**config.mk**
```make
export PLATFORM = sky130hd
export DESIGN_NAME = serial_addsub_n
export DESIGN_NICKNAME = d
export VERILOG_FILES = /design/src/rtl/serial_addsub_n.sv
export SDC_FILE = /design/constraint.sdc
export NUM_CORES = 1
export LEC_CHECK = 0
export CAP_MARGIN = 10
export CELL_PAD_IN_SITES_DETAIL_PLACEMENT = 0
export CELL_PAD_IN_SITES_GLOBAL_PLACEMENT = 1
export CORE_MARGIN = 1
export CORE_UTILIZATION = 40
export CTS_BUF_LIST = sky130_fd_sc_hd__clkbuf_2 sky130_fd_sc_hd__clkbuf_4 sky130_fd_sc_hd__clkbuf_8
export DETAILED_ROUTE_END_ITERATION = 8
export DONT_BUFFER_PORTS = 1
export PLACE_DENSITY_LB_ADDON = 0.1
export SLEW_MARGIN = 20
export SYNTH_ARGS = -nofsm -noshare
export SYNTH_HDL_FRONTEND = slang
export SYNTH_SLANG_ARGS = --single-unit
```
**constraint.sdc**
```tcl
create_clock -name clk -period 3.94 [get_ports clk]
set_input_delay 0.788 -clock clk [delete_from_list [all_inputs] [get_ports clk]]
set_output_delay 0.788 -clock clk [all_outputs]
set_load 0.01 [all_outputs]
```
**src/rtl/serial_addsub_n.sv**
```systemverilog
// serial_addsub_n: bit-serial adder/subtractor.
// Two WIDTH-bit operands arrive LSB-first, one bit pair per accepted cycle.
// Each result bit is echoed on s/s_valid. The full word, carry-out and
// signed overflow are presented in parallel with a one-cycle done pulse.
//
// Handshake: a bit pair on a/b is consumed on a rising edge only when the
// FSM is in RUN and bit_valid=1. There is no back-pressure; the source
// stalls by holding bit_valid low. start is taken only in IDLE. s_valid is
// high for exactly one cycle per consumed pair. sum/cout/ovf are stable
// from the done cycle until the next word completes.
module serial_addsub_n #(
  parameter  int WIDTH = 8,
  localparam int CNT_W = $clog2(WIDTH + 1)
) (
  input  logic             clk,
  input  logic             reset,
  input  logic             start,
  input  logic             mode,
  input  logic             cin,
  input  logic             bit_valid,
  input  logic             a,
  input  logic             b,
  output logic             s,
  output logic             s_valid,
  output logic             busy,
  output logic             done,
  output logic [WIDTH-1:0] sum,
  output logic             cout,
  output logic             ovf,
  output logic [1:0]       state_dbg
);

  typedef enum logic [1:0] {
    IDLE = 2'd0,
    RUN  = 2'd1,
    DONE = 2'd2
  } state_t;

  state_t             state;
  state_t             state_nxt;
  logic [CNT_W-1:0]   cnt;
  logic               carry;
  logic               mode_q;
  logic [WIDTH-1:0]   sh;

  logic               b_eff;
  logic               bit_sum;
  logic               carry_nxt;
  logic               last_bit;

  // Full-adder slice; subtraction inverts B and relies on carry preset to 1.
  always_comb begin
    b_eff     = b ^ mode_q;
    bit_sum   = a ^ b_eff ^ carry;
    carry_nxt = (a & b_eff) | (a & carry) | (b_eff & carry);
    last_bit  = (cnt == CNT_W'(WIDTH - 1));
  end

  // State register.
  always_ff @(posedge clk) begin
    if (!reset) state <= IDLE;
    else        state <= state_nxt;
  end

  // Next-state logic: IDLE -> RUN on start, RUN -> DONE after the last bit.
  always_comb begin
    state_nxt = state;
    case (state)
      IDLE:    if (start) state_nxt = RUN;
      RUN:     if (bit_valid && last_bit) state_nxt = DONE;
      DONE:    state_nxt = IDLE;
      default: state_nxt = IDLE;
    endcase
  end

  // FSM-decoded outputs.
  always_comb begin
    busy      = (state == RUN) || (state == DONE);
    done      = (state == DONE);
    state_dbg = state;
  end

  // Datapath: operand latch, serial bit processing and result capture.
  // While the last bit is processed, carry still holds the carry into the
  // MSB, so overflow is that value XOR the carry out of the MSB.
  always_ff @(posedge clk) begin
    if (!reset) begin
      cnt     <= '0;
      carry   <= 1'b0;
      mode_q  <= 1'b0;
      sh      <= '0;
      s       <= 1'b0;
      s_valid <= 1'b0;
      sum     <= '0;
      cout    <= 1'b0;
      ovf     <= 1'b0;
    end else begin
      s_valid <= 1'b0;
      case (state)
        IDLE: begin
          if (start) begin
            mode_q <= mode;
            carry  <= mode ? 1'b1 : cin;
            cnt    <= '0;
          end
        end
        RUN: begin
          if (bit_valid) begin
            carry   <= carry_nxt;
            sh      <= {bit_sum, sh[WIDTH-1:1]};
            s       <= bit_sum;
            s_valid <= 1'b1;
            cnt     <= cnt + CNT_W'(1);
            if (last_bit) begin
              sum  <= {bit_sum, sh[WIDTH-1:1]};
              cout <= carry_nxt;
              ovf  <= carry ^ carry_nxt;
            end
          end
        end
        default: ;
      endcase
    end
  end

endmodule

```
==> reports/metrics.cfg <==
[clock_network]
cts_setup_buffers=0
cts_buffers=3
clockRootBuffer=clkbuf_4
numClockSinks=26
cts_buffer_depth=2
cts_tree=built
insertion_delay_ns=0.32
htreeDepth=1
cts.clk_slew.worst_paths_ns=0.15
cts-resized-gates=0
ctsHoldBuffers=0

[worst_setup_path]
reg2reg_depth=5
r2r-end=cnt[0]$_SDFFE_PN0P_
critical_path_class=reg2out
cp_cell_sequence=inv_1, ha_1
worstReg2RegStart=state_dbg[1]$_SDFFE_PN0P_
end_kind=primary output
cp.required_ns=3.15
path_max_fanout=5
rrSetupSlack_ns=1.93
max_stage_delay_ns=0.47
cpMaxStageDelayCell=dfxtp_1
crit_path_start_kind=register
arrival_ns=1.26

[timing]
finalSetupViolations=0
skew_ns=0.00629
tns_ns=0
rsz0062_at_grt=no
post-route-period-util_pct=51.9
setup_slack_ns=1.89
min_period_ns=2.05
max_freq_mhz=489
hold_viol=0
worst_pin_slew_ns=0.612
drv_slew=0
max_slew_margin_pct=59.2

[synthesis]
syn_inst=138
synthAdderAreaFrac_pct=6.65
synth.distinct_cells=33
async_flop_share_pct=0
synth_compound_area_share_pct=23.8
synth-edff-count=0
synth_top_family_by_area=compound AO/OA/AOI/OAI gates
avgSynthCellArea_um2=9.00
synth_ff_type=dfxtp_1
synth_seq_cells=26
ys_warn_count=0
synthesis.area_um2=1240
synth-xor-area-share_pct=1.41
ys_seq_area_share_pct=41.9
synth-simple-area-share_pct=19.1
muxShareOfSynthArea_pct=1.11
synth_nets=152

[final_layout]
fillCellCount=301
syn_to_final_growth_pct=1.81
final_area_um2=1260
finalNonFillerCells=164
final_nets=148
drive_gt1_share_pct=5.26
fin_util_pct=44.3
antenna_cells=0

[global_route]
grt_pass1_vias=923
gr-total-overflow=0
antenna_found_initial=0
track_usage_pct=16.4
grt_max_degree=29
grt_pass1_wl_mm=4.22

[die]
fp.dieW_um=57.7
initial_core_util_pct=43.6
design.core.area_um2=2850
die_area_um2=3330
pin_count=24
die_h_um=57.7
rows=19

[outcome]
run_status=finished with violations
violations=design-rule violations

[routing]
wirelength_mm=2.40
avgRoutedWirePerCell_um=14.6
drt-pass1-iter-count=6
ant_nets=0
vias_per_cell=5.73
vias=940
drc=2
first_iter_violations=18

[min_path]
worstHoldPathType=reg2reg
hold_end=sh[1]$_SDFFE_PN0P_
worstHoldPathCells=2
hp-start=sh[1]$_SDFFE_PN0P_

[placed_design]
gp_congestion=0.755
dp_hpwl_mm=1.64
port_buffers=0
placed_cell_area_um2=1230
dp_slack_ns=1.94
placed_cells=160

[power]
ir_drop_mv=0.214
p_leak_nw=0.456
p_per_area_nw_per_um2=482

[job]
max_cap_viol_count=0

-- kinds of logic (layout without fill, tap and decap cells) --
logic type	Yosys count	count (layout)
AO/OA/AOI/OAI	43	43
XOR/XNOR	2	2
adder cells (fa/ha/maj)	6	6
buffers and inverters	15	10
flip-flops	26	26
multiplexers	1	1
AND/OR/NAND/NOR	45	45
-- synth_stat cells (2+ instances only) --
cell type	instances	share of area [%]
a21oi_1	3	1.2
inv_1	6	1.8
clkbuf_1	3	0.91
nand2_1	17	5.1
o211a_1	3	2.4
buf_2	3	1.2
buf_4	2	1.2
dfxtp_1	26	42
or4_1	3	1.8
nand3_1	15	6.0
o21ai_0	13	5.2
a21boi_0	17	10
o31ai_1	2	1.2
xnor2_1	2	1.4
ha_1	5	5.0
-- layout make-up --
type                    count  area, um^2  area share [%]
clock buffers               4        36.3            2.87
inverters                   6        22.5            1.78
multi-input cells          97         647            51.1
flip-flops and latches     26         520            41.1
well taps                  31        38.8            3.07
-- metrics by stage --
stage	power, W	hold WS (ns)
detailed placement	0.000479	0.468
global placement	0.000476	0.463
floorplan	0.000460	0.444
finish	0.000610	0.481
CTS	0.000616	0.487
global route	0.000651	0.522
-- worst max path at each step --
stage,start,end,cells past startpoint,slack [ns]
finish,state_dbg[0]$_SDFFE_PN0P_,busy,2,1.89
floorplan,b,carry$_SDFFE_PN0P_,4,2.01
global route,state_dbg[1]$_SDFFE_PN0P_,cnt[0]$_SDFFE_PN0P_,5,1.68
global placement,b,carry$_SDFFE_PN0P_,4,1.98
CTS,state_dbg[0]$_SDFFE_PN0P_,busy,2,1.88
detailed placement,b,carry$_SDFFE_PN0P_,4,1.94
-- routing by layer --
layer | part of all wire [%] | GRT usage, %
met1 | 49 | 21.4
met3 | 3.2 | 2.90
met4 | 0.67 | 6.12
met5 | 0 | 0
met2 | 47 | 27.1
-- state kept, by name, indices dropped and copies added, names as in the netlist --
register	cells
carry	1
cout	1
state_dbg	2
ovf	1
mode_q	1
s	1
sh	6
sum	8
cnt	4
s_valid	1
-- worst max-delay path: cells and delay by family, from the launching register on --
kind	cells	cell delay, ns
adders and majority gates	1	0.35
buffers and inverters	1	0.12
DFF	1	0.47
-- cells in the final DEF, fill, tap and decap left out, types with 2 or more instances in the layout --
cell type,synthesis,layout
dfxtp_1,26,26
clkbuf_4,0,3
o21ai_0,13,13
nand2_1,17,17
xnor2_1,2,2
a21boi_0,17,17
a21oi_1,3,3
or4_1,3,3
nand3_1,15,15
inv_1,6,6
o31ai_1,2,2
ha_1,5,5
o211a_1,3,3
-- power by group --
group          switching, W  internal (W)
registers         0.0000193      0.000279
clock network     0.0000824     0.0000565
logic              0.000108     0.0000651
No activity file was read; power rests on OpenSTA's default activity.
